--- src/rtl/hand_gesture_detect_if.sv ---
`default_nettype none
// ============================================================================
//  Module   : hand_gesture_detect_if
//  Purpose  : Bus bundle between the per-frame hand colour locator, the
//             gesture detector and the control/SPI side.
//  Signals  : frame_done              - one-cycle pulse, zones valid with it
//             blue_zone / red_zone    - winning zone per colour, 0 = no hand
//             gesture_valid           - one-cycle gesture event strobe
//             gesture_code            - {hand, direction[1:0]}
//             busy / overrun          - frame in progress / sticky overrun
//             blue_x/_y, red_x/_y     - decoded hand positions (only when
//                                       HAND_POS_OUT_EN is defined)
//  Modports : master - frame source / event sink
//             slave  - the gesture detector
//  Revision : 1.0 - initial release
// ============================================================================
interface hand_gesture_detect_if #(
    parameter int ZB = 9
`ifdef HAND_POS_OUT_EN
    ,
    parameter int XB = 5,
    parameter int YB = 4
`endif
);
    logic          frame_done;
    logic [ZB-1:0] blue_zone;
    logic [ZB-1:0] red_zone;
    logic          gesture_valid;
    logic [2:0]    gesture_code;
    logic          busy;
    logic          overrun;

`ifdef HAND_POS_OUT_EN
    logic [XB-1:0] blue_x;
    logic [XB-1:0] red_x;
    logic [YB-1:0] blue_y;
    logic [YB-1:0] red_y;

    modport master (
        output frame_done, blue_zone, red_zone,
        input  gesture_valid, gesture_code, busy, overrun,
        input  blue_x, red_x, blue_y, red_y
    );

    modport slave (
        input  frame_done, blue_zone, red_zone,
        output gesture_valid, gesture_code, busy, overrun,
        output blue_x, red_x, blue_y, red_y
    );
`else
    modport master (
        output frame_done, blue_zone, red_zone,
        input  gesture_valid, gesture_code, busy, overrun
    );

    modport slave (
        input  frame_done, blue_zone, red_zone,
        output gesture_valid, gesture_code, busy, overrun
    );
`endif
endinterface
`default_nettype wire

--- src/rtl/hand_gesture_detect.sv ---
`default_nettype none
// ============================================================================
//  Module   : hand_gesture_detect
//  Purpose  : Once per frame decodes the winning blue and red zone indices
//             into (x,y) zone coordinates by repeated subtraction, tracks each
//             hand across frames and emits one-cycle swipe events.
//  Ports    : pclk  - pixel clock
//             rst   - asynchronous active-high reset
//             bus   - hand_gesture_detect_if.slave (frame input, gesture
//                     output, busy, overrun)
//  Options  : HAND_POS_OUT_EN - adds registered blue/red (x,y) outputs on bus
//  Revision : 1.0 - initial release
// ============================================================================
module hand_gesture_detect #(
    parameter int NX          = 20,
    parameter int NY          = 16,
    parameter int ZONES       = NX * NY,
    parameter int ZB          = $clog2(ZONES),
    parameter int SWIPE_TH    = 4,
    parameter int WIN_FRAMES  = 6,
    parameter int COOL_FRAMES = 10
) (
    input  wire logic            pclk,
    input  wire logic            rst,
    hand_gesture_detect_if.slave bus
);

    localparam int FB = $clog2(WIN_FRAMES + 1);
    localparam int CB = $clog2(COOL_FRAMES + 1);

    localparam logic [ZB-1:0] NX_Z   = ZB'(NX);
    localparam logic [ZB:0]   TH_Z   = (ZB + 1)'(SWIPE_TH);
    localparam logic [FB-1:0] WIN_Z  = FB'(WIN_FRAMES);
    localparam logic [CB-1:0] COOL_Z = CB'(COOL_FRAMES);

    typedef enum logic [2:0] {
        C_IDLE   = 3'd0,
        C_DIV    = 3'd1,
        C_EVAL   = 3'd2,
        C_EMIT_B = 3'd3,
        C_EMIT_R = 3'd4
    } ctrl_t;

    typedef enum logic [1:0] {
        H_ARM   = 2'd0,
        H_TRACK = 2'd1,
        H_COOL  = 2'd2
    } hand_t;

    // ------------------------------------------------------------------
    // Control state. Index 0 = blue hand, index 1 = red hand.
    // rem_q ends up as x, y_q as y once DIV finishes.
    // ------------------------------------------------------------------
    ctrl_t         ctrl_q, ctrl_d;
    logic [ZB-1:0] rem_q [2];
    logic [ZB-1:0] rem_d [2];
    logic [ZB-1:0] y_q   [2];
    logic [ZB-1:0] y_d   [2];
    logic [1:0]    zero_q, zero_d;      // latched zone==0 (no hand)
    logic          pend_r_q, pend_r_d;  // red event waiting behind blue
    logic [1:0]    dir_r_q, dir_r_d;
    logic          valid_q, valid_d;
    logic [2:0]    code_q, code_d;
    logic          overrun_q, overrun_d;

    // Per-hand event results, meaningful only during EVAL
    logic [1:0]    w_ev;
    logic [3:0]    w_dir;

    always_comb begin
        ctrl_d    = ctrl_q;
        rem_d     = rem_q;
        y_d       = y_q;
        zero_d    = zero_q;
        pend_r_d  = pend_r_q;
        dir_r_d   = dir_r_q;
        valid_d   = 1'b0;
        code_d    = code_q;
        overrun_d = overrun_q | (bus.frame_done && (ctrl_q != C_IDLE));

        case (ctrl_q)
            C_IDLE: begin
                if (bus.frame_done) begin
                    rem_d[0]  = bus.blue_zone;
                    rem_d[1]  = bus.red_zone;
                    y_d[0]    = '0;
                    y_d[1]    = '0;
                    zero_d[0] = (bus.blue_zone == '0);
                    zero_d[1] = (bus.red_zone == '0);
                    ctrl_d    = C_DIV;
                end
            end
            C_DIV: begin
                if ((rem_q[0] < NX_Z) && (rem_q[1] < NX_Z)) begin
                    ctrl_d = C_EVAL;
                end
                for (int h = 0; h < 2; h++) begin
                    if (rem_q[h] >= NX_Z) begin
                        rem_d[h] = rem_q[h] - NX_Z;
                        y_d[h]   = y_q[h] + ZB'(1);
                    end
                end
            end
            C_EVAL: begin
                // Blue always goes first; a lone red event takes blue's slot
                // so its latency matches a lone blue event.
                dir_r_d  = w_dir[3:2];
                pend_r_d = 1'b0;
                if (w_ev[0]) begin
                    valid_d  = 1'b1;
                    code_d   = {1'b0, w_dir[1:0]};
                    pend_r_d = w_ev[1];
                end else if (w_ev[1]) begin
                    valid_d = 1'b1;
                    code_d  = {1'b1, w_dir[3:2]};
                end
                ctrl_d = C_EMIT_B;
            end
            C_EMIT_B: begin
                pend_r_d = 1'b0;
                if (pend_r_q) begin
                    valid_d = 1'b1;
                    code_d  = {1'b1, dir_r_q};
                    ctrl_d  = C_EMIT_R;
                end else begin
                    ctrl_d = C_IDLE;
                end
            end
            C_EMIT_R: begin
                ctrl_d = C_IDLE;
            end
            default: begin
                ctrl_d = C_IDLE;
            end
        endcase
    end

    always_ff @(posedge pclk or posedge rst) begin
        if (rst) begin
            ctrl_q    <= C_IDLE;
            rem_q[0]  <= '0;
            rem_q[1]  <= '0;
            y_q[0]    <= '0;
            y_q[1]    <= '0;
            zero_q    <= '0;
            pend_r_q  <= 1'b0;
            dir_r_q   <= '0;
            valid_q   <= 1'b0;
            code_q    <= '0;
            overrun_q <= 1'b0;
        end else begin
            ctrl_q    <= ctrl_d;
            rem_q     <= rem_d;
            y_q       <= y_d;
            zero_q    <= zero_d;
            pend_r_q  <= pend_r_d;
            dir_r_q   <= dir_r_d;
            valid_q   <= valid_d;
            code_q    <= code_d;
            overrun_q <= overrun_d;
        end
    end

    // ------------------------------------------------------------------
    // Hand trackers, one per colour, stepped once per EVAL cycle.
    // ------------------------------------------------------------------
    for (genvar h = 0; h < 2; h++) begin : g_hand
        hand_t                hst_q, hst_d;
        logic [ZB-1:0]        ax_q, ax_d;
        logic [ZB-1:0]        ay_q, ay_d;
        logic [FB-1:0]        frm_q, frm_d;
        logic [CB-1:0]        cool_q, cool_d;
        logic                 ev;
        logic [1:0]           dir;
        logic                 w_present;
        logic signed [ZB:0]   w_dx, w_dy;
        logic [ZB:0]          w_adx, w_ady;

        assign w_present = ~zero_q[h];
        assign w_dx      = $signed({1'b0, rem_q[h]}) - $signed({1'b0, ax_q});
        assign w_dy      = $signed({1'b0, y_q[h]})   - $signed({1'b0, ay_q});
        assign w_adx     = w_dx[ZB] ? $unsigned(-w_dx) : $unsigned(w_dx);
        assign w_ady     = w_dy[ZB] ? $unsigned(-w_dy) : $unsigned(w_dy);

        always_comb begin
            hst_d  = hst_q;
            ax_d   = ax_q;
            ay_d   = ay_q;
            frm_d  = frm_q;
            cool_d = cool_q;
            ev     = 1'b0;
            dir    = 2'd0;
            if (ctrl_q == C_EVAL) begin
                case (hst_q)
                    H_ARM: begin
                        if (w_present) begin
                            ax_d  = rem_q[h];
                            ay_d  = y_q[h];
                            frm_d = '0;
                            hst_d = H_TRACK;
                        end
                    end
                    H_TRACK: begin
                        if (!w_present) begin
                            hst_d = H_ARM;
                        end else begin
                            frm_d = frm_q + FB'(1);
                            // Horizontal wins ties between |dx| and |dy|
                            if ((w_adx >= TH_Z) && (w_adx >= w_ady)) begin
                                ev  = 1'b1;
                                dir = w_dx[ZB] ? 2'd0 : 2'd1;
                            end else if (w_ady >= TH_Z) begin
                                ev  = 1'b1;
                                dir = w_dy[ZB] ? 2'd2 : 2'd3;
                            end
                            if (ev) begin
                                cool_d = COOL_Z;
                                hst_d  = H_COOL;
                            end else if (frm_d == WIN_Z) begin
                                // Too slow to be a swipe: restart from here
                                ax_d  = rem_q[h];
                                ay_d  = y_q[h];
                                frm_d = '0;
                            end
                        end
                    end
                    H_COOL: begin
                        cool_d = cool_q - CB'(1);
                        if (cool_d == '0) begin
                            if (w_present) begin
                                ax_d  = rem_q[h];
                                ay_d  = y_q[h];
                                frm_d = '0;
                                hst_d = H_TRACK;
                            end else begin
                                hst_d = H_ARM;
                            end
                        end
                    end
                    default: begin
                        hst_d = H_ARM;
                    end
                endcase
            end
        end

        always_ff @(posedge pclk or posedge rst) begin
            if (rst) begin
                hst_q  <= H_ARM;
                ax_q   <= '0;
                ay_q   <= '0;
                frm_q  <= '0;
                cool_q <= '0;
            end else begin
                hst_q  <= hst_d;
                ax_q   <= ax_d;
                ay_q   <= ay_d;
                frm_q  <= frm_d;
                cool_q <= cool_d;
            end
        end

        assign w_ev[h]          = ev;
        assign w_dir[2*h +: 2]  = dir;
    end

`ifdef HAND_POS_OUT_EN
    localparam int XB = $clog2(NX);
    localparam int YB = $clog2(NY);

    logic [XB-1:0] bx_q, rx_q;
    logic [YB-1:0] by_q, ry_q;

    // Zone 0 decodes to (0,0) naturally, so no special case is needed
    always_ff @(posedge pclk or posedge rst) begin
        if (rst) begin
            bx_q <= '0;
            by_q <= '0;
            rx_q <= '0;
            ry_q <= '0;
        end else if (ctrl_q == C_EVAL) begin
            bx_q <= rem_q[0][XB-1:0];
            by_q <= y_q[0][YB-1:0];
            rx_q <= rem_q[1][XB-1:0];
            ry_q <= y_q[1][YB-1:0];
        end
    end

    assign bus.blue_x = bx_q;
    assign bus.blue_y = by_q;
    assign bus.red_x  = rx_q;
    assign bus.red_y  = ry_q;
`endif

    assign bus.gesture_valid = valid_q;
    assign bus.gesture_code  = code_q;
    assign bus.busy          = (ctrl_q != C_IDLE);
    assign bus.overrun       = overrun_q;

endmodule
`default_nettype wire

--- src/flat_wrapper.sv ---
// flat-port wrapper written by rule: the top's interface ports become plain ports
module hand_gesture_detect_flat 
#(
    parameter int NX          = 20,
    parameter int NY          = 16,
    parameter int ZONES       = NX * NY,
    parameter int ZB          = $clog2(ZONES),
    parameter int SWIPE_TH    = 4,
    parameter int WIN_FRAMES  = 6,
    parameter int COOL_FRAMES = 10
)
  (pclk, rst, bus_frame_done, bus_blue_zone, bus_red_zone, bus_gesture_valid, bus_gesture_code, bus_busy, bus_overrun);
  hand_gesture_detect_if #(.ZB(ZB)) bus_i ();
  input  wire logic pclk;
  input  wire logic rst;
  input wire logic [$bits(bus_i.frame_done)-1:0] bus_frame_done;
  input wire logic [$bits(bus_i.blue_zone)-1:0] bus_blue_zone;
  input wire logic [$bits(bus_i.red_zone)-1:0] bus_red_zone;
  output wire logic [$bits(bus_i.gesture_valid)-1:0] bus_gesture_valid;
  output wire logic [$bits(bus_i.gesture_code)-1:0] bus_gesture_code;
  output wire logic [$bits(bus_i.busy)-1:0] bus_busy;
  output wire logic [$bits(bus_i.overrun)-1:0] bus_overrun;
  assign bus_i.frame_done = bus_frame_done;
  assign bus_i.blue_zone = bus_blue_zone;
  assign bus_i.red_zone = bus_red_zone;
  assign bus_gesture_valid = bus_i.gesture_valid;
  assign bus_gesture_code = bus_i.gesture_code;
  assign bus_busy = bus_i.busy;
  assign bus_overrun = bus_i.overrun;
  hand_gesture_detect #(.NX(NX), .NY(NY), .ZONES(ZONES), .ZB(ZB), .SWIPE_TH(SWIPE_TH), .WIN_FRAMES(WIN_FRAMES), .COOL_FRAMES(COOL_FRAMES)) u_core (.pclk(pclk), .rst(rst), .bus(bus_i));
endmodule
--- config.mk ---
export PLATFORM = sky130hd
export DESIGN_NAME = hand_gesture_detect_flat
export DESIGN_NICKNAME = d
export VERILOG_FILES = /design/src/rtl/hand_gesture_detect_if.sv /design/src/rtl/hand_gesture_detect.sv /design/src/flat_wrapper.sv
export SDC_FILE = /design/constraint.sdc
export NUM_CORES = 1
export LEC_CHECK = 0
export BUFFER_PORTS_ARGS = -buffer_cell sky130_fd_sc_hd__buf_2
export CAP_MARGIN = 10
export CORE_MARGIN = 5
export CORE_UTILIZATION = 40
export CTS_CLUSTER_DIAMETER = 200
export DETAILED_ROUTE_END_ITERATION = 6
export GPL_ROUTABILITY_DRIVEN = 0
export SLEW_MARGIN = 20
export SYNTH_ARGS = -nofsm -noshare
export SYNTH_HDL_FRONTEND = slang
export SYNTH_SLANG_ARGS = --single-unit
--- constraint.sdc ---
create_clock -name pclk -period 4.8 [get_ports pclk]
set_input_delay 0.72 -clock pclk [delete_from_list [all_inputs] [get_ports pclk]]
set_output_delay 0.72 -clock pclk [all_outputs]
set_load 0.05 [all_outputs]
# Word-level counts from Yosys, hierarchy flattened
# Index checks and enable logic that the tools add are counted.
# word_totals
register_bits	103
inputBits	21
out_inout_bits	6
wordCells	216
# classes
add_sub_neg	16
n_lt_le_gt_ge	10
n_eq_ne	29
muxes	108
bitwise	1
reduce_logical	31
# ops
op	count
9-bit two-way mux	24
9-bit case mux with 3 select lines	4
18-bit case mux with 2 select lines	2
3-bit two-way mux	16
10-bit by 3-bit >= comparator with 1-bit output, second input constant	4
10-bit two-way mux	4
10-bit negator	4
9-bit by 9-bit subtractor with 10-bit output	4
18-bit two-way mux	2
2-bit two-way mux	16
1-bit two-way mux	26
4-bit AND reduction	6
10-bit >= comparator	2
2-bit by 1-bit inequality test with 1-bit output, second input constant	10
9-bit by 1-bit adder with 9-bit output, second input constant	2
9-bit by 5-bit >= comparator with 1-bit output, second input constant	2
9-bit zero test	2
9-bit by 5-bit less-than comparator with 1-bit output, second input constant	2
3-bit case mux with 3 select lines	2
9-bit by 5-bit subtractor with 9-bit output, second input constant	2
4-bit two-way mux	4
4-bit case mux with 2 select lines	2
2-bit inequality test, second input constant	7
2-bit case mux with 3 select lines	2
other kinds (21)	44

# Longest topological paths before layout
# Gate-level depths: netlist (run 1).
# depth
word_depth	15
depth_mapped	22
mapped_depth_nobuf	20

# Least setup slack after synthesis (run 1)
# OpenSTA, ideal clock, no wires.
# synth_timing
kind	register to register
from	register u_core.rem_q[0] (netlist name)
to	register u_core.g_hand[1].ax_q[0]
setup_time_ns	0.125
arrival_time_ns	4.660
required_ns	4.675
setup_slack_ns	0.015
path_stages_with_launch	21
path_buffers	1
path_cell_list	dfrtp_1 inv_1 ha_1 inv_1 fa_1 xnor2_1 and3_1 o21ai_0 a211oi_1 nor2_1 xnor2_1 ha_1 a21o_1 a31oi_1 a31oi_1 o2111a_1 nor4b_4 a41oi_4 nor2_8 buf_12 mux2_4
# synth_via
elab_chain_len	11
elab_cells_between_ends	18
cone_classes	add/sub (2); order compare (2); eq/ne (1); mux (11); reduce/logical (2)
# synth_lines
element	line	text
start, declared	hand_gesture_detect.sv:55	logic [ZB-1:0] rem_q [2];
start signal, assigned	hand_gesture_detect.sv:153	rem_q <= rem_d;
9-bit by 9-bit subtractor with 10-bit output	hand_gesture_detect.sv:180	assign w_dx = $signed({1'b0, rem_q[h]}) - $signed({1'b0, ax_q});
10-bit negator	hand_gesture_detect.sv:182	assign w_adx = w_dx[ZB] ? $unsigned(-w_dx) : $unsigned(w_dx);
10-bit two-way mux	hand_gesture_detect.sv:182	
10-bit by 3-bit >= comparator with 1-bit output or 10-bit >= comparator (tied branches)	hand_gesture_detect.sv:209	if ((w_adx >= TH_Z) && (w_adx >= w_ady)) begin
1-bit logical AND	hand_gesture_detect.sv:209	
1-bit two-way mux	hand_gesture_detect.sv:209	
1-bit two-way mux	hand_gesture_detect.sv:204	if (!w_present) begin
1-bit two-way mux	hand_gesture_detect.sv:194	case (hst_q)
1-bit two-way mux	hand_gesture_detect.sv:193	if (ctrl_q == C_EVAL) begin
2-bit inequality test (no line)	--	
6-bit AND reduction (no line)	--	
end signal, assigned	hand_gesture_detect.sv:250	ax_q <= '0;
end signal, assigned	hand_gesture_detect.sv:256	ax_q <= ax_d;
end, declared	hand_gesture_detect.sv:169	logic [ZB-1:0] ax_q, ax_d;
# Parallel ways exist; a longest one is shown, timed or not. The select of a mux whose other input is x is not followed.
# A chain may end at the register's enable or synchronous reset.

# Final worst setup path (run 1)
# layout_timing
from	register u_core.y_q[5] (netlist name)
to	register u_core.g_hand[1].ay_q[5]
# layout_via
elab_chain_len	11
elab_cells_between_ends	19
cone_classes	add/sub (2); order compare (2); eq/ne (1); mux (12); reduce/logical (2)
# layout_lines
element	line	text
start, declared	hand_gesture_detect.sv:57	logic [ZB-1:0] y_q [2];
start signal, assigned	hand_gesture_detect.sv:154	y_q <= y_d;
9-bit by 9-bit subtractor with 10-bit output	hand_gesture_detect.sv:181	assign w_dy = $signed({1'b0, y_q[h]}) - $signed({1'b0, ay_q});
10-bit negator	hand_gesture_detect.sv:183	assign w_ady = w_dy[ZB] ? $unsigned(-w_dy) : $unsigned(w_dy);
10-bit two-way mux	hand_gesture_detect.sv:183	
10-bit by 3-bit >= comparator with 1-bit output or 10-bit >= comparator (tied branches)	hand_gesture_detect.sv:212, hand_gesture_detect.sv:209	
1-bit two-way mux or 1-bit logical AND (tied branches)	hand_gesture_detect.sv:212, hand_gesture_detect.sv:209	
1-bit two-way mux	hand_gesture_detect.sv:209	
1-bit two-way mux	hand_gesture_detect.sv:204	
1-bit two-way mux	hand_gesture_detect.sv:194	
1-bit two-way mux	hand_gesture_detect.sv:193	
2-bit inequality test (no line)	--	
6-bit AND reduction (no line)	--	
end signal, assigned	hand_gesture_detect.sv:257	ay_q <= ay_d;
end, declared	hand_gesture_detect.sv:170	logic [ZB-1:0] ay_q, ay_d;
# Parallel ways exist; a longest one is shown, timed or not. The select of a mux whose other input is x is not followed.

==> results of run 1 <==
==> kinds of logic (layout without fill, tap and decap cells) <==
logic type	Yosys count	count (layout)
and+or+nand+nor	325	325
buffers and inverters	105	191
muxes	51	51
other	0	1
DFF	103	103
adders and majority gates	82	82
xor gates and xnor gates	63	63
AOI/OAI and AO/OA	274	274
==> flip-flops by register name, indices dropped and copies added (netlist names), 3 cells and up <==
name,flops
u_core.y_q,18
u_core.g_hand.ay_q,18
u_core.g_hand.cool_q,8
u_core.rem_q,18
u_core.g_hand.hst_q,4
u_core.g_hand.ax_q,18
u_core.g_hand.frm_q,6
u_core.ctrl_q,3
u_core.bus.gesture_code,3
==> path summary, 6_finish.rpt <==
| check | from | end | slack, ns | depth (start not counted) |
|---|---|---|---|---|
| min in group asynchronous | rst | u_core.bus.gesture_valid$_DFF_PP0_ | 0.56 | 2 |
| min reg2reg | u_core.bus.overrun$_DFF_PP0_ | u_core.bus.overrun$_DFF_PP0_ | 0.46 | 1 |
| min | u_core.bus.overrun$_DFF_PP0_ | u_core.bus.overrun$_DFF_PP0_ | 0.46 | 1 |
| max in group asynchronous | rst | u_core.g_hand[0].ax_q[6]$_DFFE_PP0P_ | 3.19 | 3 |
| max reg2reg | u_core.y_q[5]$_DFFE_PP0P_ | u_core.g_hand[1].ay_q[5]$_DFFE_PP0P_ | 0.20 | 17 |
| max | u_core.y_q[5]$_DFFE_PP0P_ | u_core.g_hand[1].ay_q[5]$_DFFE_PP0P_ | 0.20 | 17 |
==> cell type report <==
| cell class | count | area (µm²) |
|---|---|---|
| Fill cell | 2115 | 11600 |
| Multi-Input combinational cell | 795 | 5930 |
| Sequential cell | 103 | 2580 |
| Timing Repair Buffer | 92 | 654 |
| Tap cell | 280 | 350 |
| Inverter | 83 | 314 |
| Clock buffer | 10 | 229 |
| Clock inverter | 6 | 61.3 |
| Antenna cell | 1 | 2.50 |
==> synthesized netlist by cell type, drive strengths merged, types with 14 or more instances <==
master  count  area, µm²
a211oi     15        128
a21o       21        160
a21oi      67        350
a31oi      14       93.8
clkbuf     15       56.3
dfrtp     103       2580
ha         78        976
inv        83        312
mux2       37        439
mux2i      14        140
nand2      76        285
nand3      22        110
nor2       94        369
nor3       33        181
o21ai      69        349
xnor2      33        289
xor2       30        263
==> per-layer routing <==
layer / GRT usage [%] / up-vias
met1: 22.2 / 3500
met5: 0 / -
met2: 29.3 / 99
met4: 3.97 / 2
li1: - / 3769
met3: 2.68 / 17
==> per-stage QoR <==
stage | setup WS [ns] | hold WS (ns)
final | 0.202 | 0.463
after global routing | -0.0496 | 0.494
after CTS | 0.0577 | 0.471
after detailed placement | 0.0636 | 0.454
after global placement | 0.105 | 0.455
after floorplan | 0.0148 | 0.464
==> timing repair <==
item	4_1_cts	5_1_grt
resized for setup	0	38
endpoints found under the setup margin	0	53
buffers inserted	0	8
==> worst register-to-register path: cells and delay by family, from the launching register on <==
kind / cells / cell delay (ns)
DFF: 1 / 0.43
and+or+nand+nor: 4 / 1.09
adders and majority gates: 2 / 0.77
muxes: 1 / 0.37
buffers and inverters: 1 / 0.17
AOI/OAI and AO/OA: 8 / 1.49
xor gates and xnor gates: 1 / 0.17
==> layout by cell type, fill, tap and decap left out, drive strengths merged, types with 7 or more instances in the layout <==
| cell type | Yosys | final |
|---|---|---|
| nor3b | 7 | 7 |
| nand4 | 8 | 8 |
| o21ai | 69 | 69 |
| a31oi | 14 | 14 |
| nor2b | 7 | 7 |
| a211oi | 15 | 15 |
| xor2 | 30 | 30 |
| nor4 | 11 | 11 |
| nand2b | 13 | 13 |
| nand2 | 76 | 76 |
| buf | 7 | 92 |
| nor2 | 94 | 94 |
| a21o | 21 | 21 |
| a22oi | 8 | 8 |
| clkbuf | 15 | 10 |
| mux2i | 14 | 14 |
| and2 | 11 | 11 |
| inv | 83 | 87 |
| or3 | 11 | 11 |
| nor3 | 33 | 33 |
| mux2 | 37 | 37 |
| nand3 | 22 | 22 |
| a21oi | 67 | 67 |
| and3 | 12 | 12 |
| xnor2 | 33 | 33 |
| ha | 78 | 78 |
| a211o | 7 | 7 |
| o21a | 13 | 13 |
| dfrtp | 103 | 103 |
==> out/metrics.yaml, run 1 <==
outcome: "finished, final reports clean"
syn-instance-count: 1003
timing.critical_path.mode_cell: "ha_1"
initialDrtViolationCount: 304
synth_top_family_by_area: "compound AO/OA/AOI/OAI gates"
cts_hold_buffers: 0
crit_path_start_kind: "flop"
fp.dieW_um: 158
post_synth_fa_ha_maj_area_fraction_pct: 12.1
place.detailed.instances: 1345
crit_path_max_incr_delay_ns: 0.43
i_o_buffers: 26
synth_sequential_area_ratio_pct: 29.5
dpl.hpwl_mm: 16.0
ctsRootBufferMaster: "clkbuf_16"
placedInstanceArea_mm2: 0.00957
grt_max_degree: 68
wl_mm: 20.8
drv.max_cap_violation_count: 0
clkSlewWorstSetupHoldPaths_ns: 0.08
synth_edf_count: 0
groute.usage.overall_pct: 16.9
worstHoldPathType: "flop to flop"
top_layer_used: "met5"
route.antenna.remaining_nets: 0
yosys.area_share.xor_xnor_pct: 6.31
area_growth_pct: 15.7
worst_pin_slew_ns: 0.983
cts_tree: "built"
grt_antenna_before_repair: 1
start_util_pct: 40.3
cpMaxStageDelayCell: "dfrtp_1"
final.setup.tns_ns: 0
met2RoutedLength_mm: 10.1
synthesis.yosys.warnings: 0
ctsLongestPathBuffers: 2
yosysUniqueCellTypes: 96
vias_per_cell: 5.39
met3_wirelength_um: 688
critPathTopFamily: "compound AO/OA/AOI/OAI gates"
clock-sinks: 103
wire_length_of_the_first_global_routing_pass_mm: 34.5
critPathMaxFanout: 16
path_cells: "ha_1 > and3b_1 > a211oi_2 > o211ai_2 > nor4_4 > a21oi_1 > xor2_1 > ha_1 > a21o_1 > a31oi_4 > a31oi_1 > o2111a_2 > nor4b_4 > a41oi_4 > nor2_8 > buf_12 > mux2_2"
yosys_register_bits: 103
synth.net_count: 1106
complex_gate_fraction_of_the_synthesized_area_pct: 21.4
setup-violations-final: 0
drc_errors: 0
slew-limit-headroom_pct: 34.2
global_route.overflow_total: 0
grt_pass1_vias: 7095
design.core.area_mm2: 0.0217
synth_mux_area_share_pct: 6.62
max_slew_violation_count: 0
finalInstanceArea_mm2: 0.0101
final_cells: 1370
final.setup_skew_ns: 0.0104
clock.fmax_mhz: 217
detail_route.wl_per_cell_um: 15.2
die_height_um: 158
synth_top_flop_cell: "dfrtp_1"
fp-row-count: 54
drt-pass1-iter-count: 5
critPathArrivalTime_ns: 4.85
timing.critical_path.to_type: "flop"
timing_hold_violations_final: 0
min_period_over_period_pct: 95.8
die_area_mm2: 0.0249
htree_levels: 3
route.layer.met1.wl_mm: 9.78
syn_area_mm2: 0.00875
cts-buffers-inserted: 9
finish.net_count: 1187
post_synth.cell_area_avg_um2: 8.72
design.portCount: 27
synth-simple-area-share_pct: 19.4
clkLatencyLatePin_ns: 0.36
dr_total_vias: 7387
wp_buf_inv: 1
final_layout_size_suffix_gt1_share_pct: 19.0
worst-setup-path-type: "flop to flop"
finish.utilization_pct: 46.6
crit_required_ns: 5.05
async_reset_ff_share_pct: 100
clock_period_minus_final_worst_setup_slack_ns: 4.60
Power of run 1 is not shown: default switching activity piles up to over one toggle a cycle in this logic, so the estimate is an artifact.
==> inputs of run 2 (changes only) <==
--- a/config.mk
+++ b/config.mk
@@ -5,12 +5,12 @@
 export SDC_FILE = /design/constraint.sdc
 export NUM_CORES = 1
 export LEC_CHECK = 0
-export BUFFER_PORTS_ARGS = -buffer_cell sky130_fd_sc_hd__buf_2
 export CAP_MARGIN = 10
 export CORE_MARGIN = 5
 export CORE_UTILIZATION = 40
 export CTS_CLUSTER_DIAMETER = 200
 export DETAILED_ROUTE_END_ITERATION = 6
+export DONT_BUFFER_PORTS = 1
 export GPL_ROUTABILITY_DRIVEN = 0
 export SLEW_MARGIN = 20
 export SYNTH_ARGS = -nofsm -noshare
==> run 2 against run 1 <==
Utilization decreased by 0.93 points. Fmax is 0.81% higher. Register-to-register slack improved by 0.04 ns. Highest routed layer is now met4. Worst hold slack worse by 0.071 ns. Critical path depth is 3 higher. First-iteration DRC count increased by 23%. Cell area down 2.0%. Via count fell by 1.3%. Clock skew is 0.0054 ns higher. Die area unchanged. Worst setup slack better by 0.037 ns.
==> out/metrics.yaml, run 2 (same netlist as run 1, synthesis figures left out) <==
drv.max_cap_violation_count: 0  # unchanged
drc_errors: 0  # unchanged
die_height_um: 158  # unchanged
global_route.overflow_total: 0  # unchanged
design.portCount: 27  # unchanged
ctsLongestPathBuffers: 2  # unchanged
wire_length_of_the_first_global_routing_pass_mm: 34.4  # -0.30%
i_o_buffers: 0  # -100%
finish.utilization_pct: 45.7  # -0.93 points
fp-row-count: 54  # unchanged
worst_pin_slew_ns: 0.993  # +0.00937 ns
grt_antenna_before_repair: 0  # -1
final.setup_skew_ns: 0.0158  # +0.00539 ns
clkSlewWorstSetupHoldPaths_ns: 0.08  # about the same
worstReg2RegEnd: "u_core.g_hand[1].ay_q[2]$_DFFE_PP0P_"
worst-r2r-setup-slack_ns: 0.24  # +0.04 ns
cts_hold_buffers: 0  # unchanged
start_util_pct: 40.3  # unchanged
area_growth_pct: 13.3
design.core.area_mm2: 0.0217  # unchanged
timing.critical_path.to_type: "flop"
clock.fmax_mhz: 219  # +0.81%
filler_cell_count: 2161  # +2.2%
wl_mm: 20.2  # -3.2%
groute.usage.overall_pct: 16.9  # about the same
most-common-layout-cells: "dfrtp_1 (103), nor2_1 (93), inv_1 (82), nand2_1 (76), ha_1 (74)"
htree_levels: 3  # unchanged
layout.area.seq_mm2: 0.00258  # unchanged
dpl.hpwl_mm: 15.6  # -2.1%
clock-sinks: 103  # unchanged
min_period_over_period_pct: 95.0  # -0.77 points
route.antenna.remaining_nets: 0  # unchanged
grt_pass1_vias: 7007  # -1.2%
critPathArrivalTime_ns: 4.81  # -0.04 ns
worst_setup_path_startpoint: "u_core.rem_q[0]$_DFFE_PP0P_"
outcome: "finished, final reports clean"
fp.dieW_um: 158  # unchanged
detail_route.wl_per_cell_um: 15.1  # -0.76%
final_layout_size_suffix_gt1_share_pct: 16.6  # -2.5 points
finish.net_count: 1155  # -2.7%
cts-buffers-inserted: 9  # unchanged
cts_tree: "built"
initialDrtViolationCount: 374  # +23%
clkLatencyLatePin_ns: 0.36  # about the same
multi_input_area_mm2: 0.00588  # -0.70%
critPathCapture: "u_core.g_hand[1].ay_q[2]$_DFFE_PP0P_"
insertedDiodeCount: 0  # -1
crit_path_start_kind: "flop"
path_depth_of_the_worst_reg2reg_path: 20  # +3
crit_required_ns: 5.05  # about the same
final.setup.tns_ns: 0  # unchanged
slew-limit-headroom_pct: 33.6  # -0.63 points
critPathMaxFanout: 16  # unchanged
drt-pass1-iter-count: 5  # unchanged
timing_hold_violations_final: 0  # unchanged
vias_per_cell: 5.45  # +1.1%
max_slew_violation_count: 0  # unchanged
grt_max_degree: 72  # +5.9%
dr_total_vias: 7288  # -1.3%
final_common_cell: "dfrtp_1"
setup-violations-final: 0  # unchanged
die_area_mm2: 0.0249  # unchanged
worstHoldPathType: "primary input to asynchronous set/reset pin"
regToRegStartpoint: "u_core.rem_q[0]$_DFFE_PP0P_"
clock_period_minus_final_worst_setup_slack_ns: 4.56  # -0.0369 ns
ctsRootBufferMaster: "clkbuf_16"
worst-setup-path-type: "flop to flop"
==> run 2: routing by layer <==
layer,track usage (%),wire length [µm],up-vias
met5,0,0,-
met4,3.73,287,0
met3,3.50,819,23
met2,27.9,9460,111
met1,22.9,9610,3440
li1,-,-,3714
==> run 2: layout make-up <==
class	instances	share of cell area, %
Clock buffer	9	2.27
Inverter	83	3.17
Multi-Input combinational cell	795	59.4
Timing Repair Buffer	60	4.80
Sequential cell	103	26.0
Clock inverter	7	0.858
Tap cell	280	3.53
==> run 2: worst min-delay path by stage <==
stage | startpoint | endpoint | cells after the start
2_1_floorplan | u_core.g_hand[0].ax_q[8]$_DFFE_PP0P_ | u_core.g_hand[0].ax_q[8]$_DFFE_PP0P_ | 1
3_3_place_gp | u_core.g_hand[0].ay_q[3]$_DFFE_PP0P_ | u_core.g_hand[0].ay_q[3]$_DFFE_PP0P_ | 1
3_5_place_dp | u_core.g_hand[0].ay_q[4]$_DFFE_PP0P_ | u_core.g_hand[0].ay_q[4]$_DFFE_PP0P_ | 1
4_1_cts | rst | u_core.g_hand[0].ay_q[5]$_DFFE_PP0P_ | 1
5_1_grt | bus_frame_done | u_core.bus.overrun$_DFF_PP0_ | 1
6_report | rst | u_core.g_hand[0].ay_q[5]$_DFFE_PP0P_ | 1
==> run 2: critical path, stage by stage (launching register included) <==
cell and delay, ns:
dfrtp_1 0.39, inv_1 0.08, ha_1 0.16, inv_1 0.05, fa_1 0.43, xnor2_2 0.20, and3_4 0.22, o21ai_0 0.13
a211oi_2 0.27, nor2_1 0.08, xnor2_1 0.14, ha_1 0.35, a21o_1 0.23, a31oi_4 0.17, a31oi_1 0.06, o2111a_1 0.30
nor4b_4 0.35, a41oi_4 0.19, nor2_8 0.14, buf_12 0.17, mux2_2 0.35
==> run 2: through the flow <==
step / hold WS, ns / setup WS (ns) / instances / instance area, µm²
after floorplan: 0.464 / 0.0148 / 1003 / 8750
after global placement: 0.474 / 0.182 / 1319 / 9440
after detailed placement: 0.481 / 0.123 / 1319 / 9440
after CTS: 0.460 / 0.0970 / 1335 / 9750
after global routing: 0.465 / -0.0616 / 1337 / 9910
final: 0.392 / 0.239 / 1337 / 9910
==> run 2: timing repair <==
item / 4_1_cts / 5_1_grt
hold endpoints to repair: 0 / 0
endpoints found under the setup margin: 0 / 54
gates resized for setup: 0 / 32
setup buffers: 0 / 2
Power of run 2 is left out for the same reason.
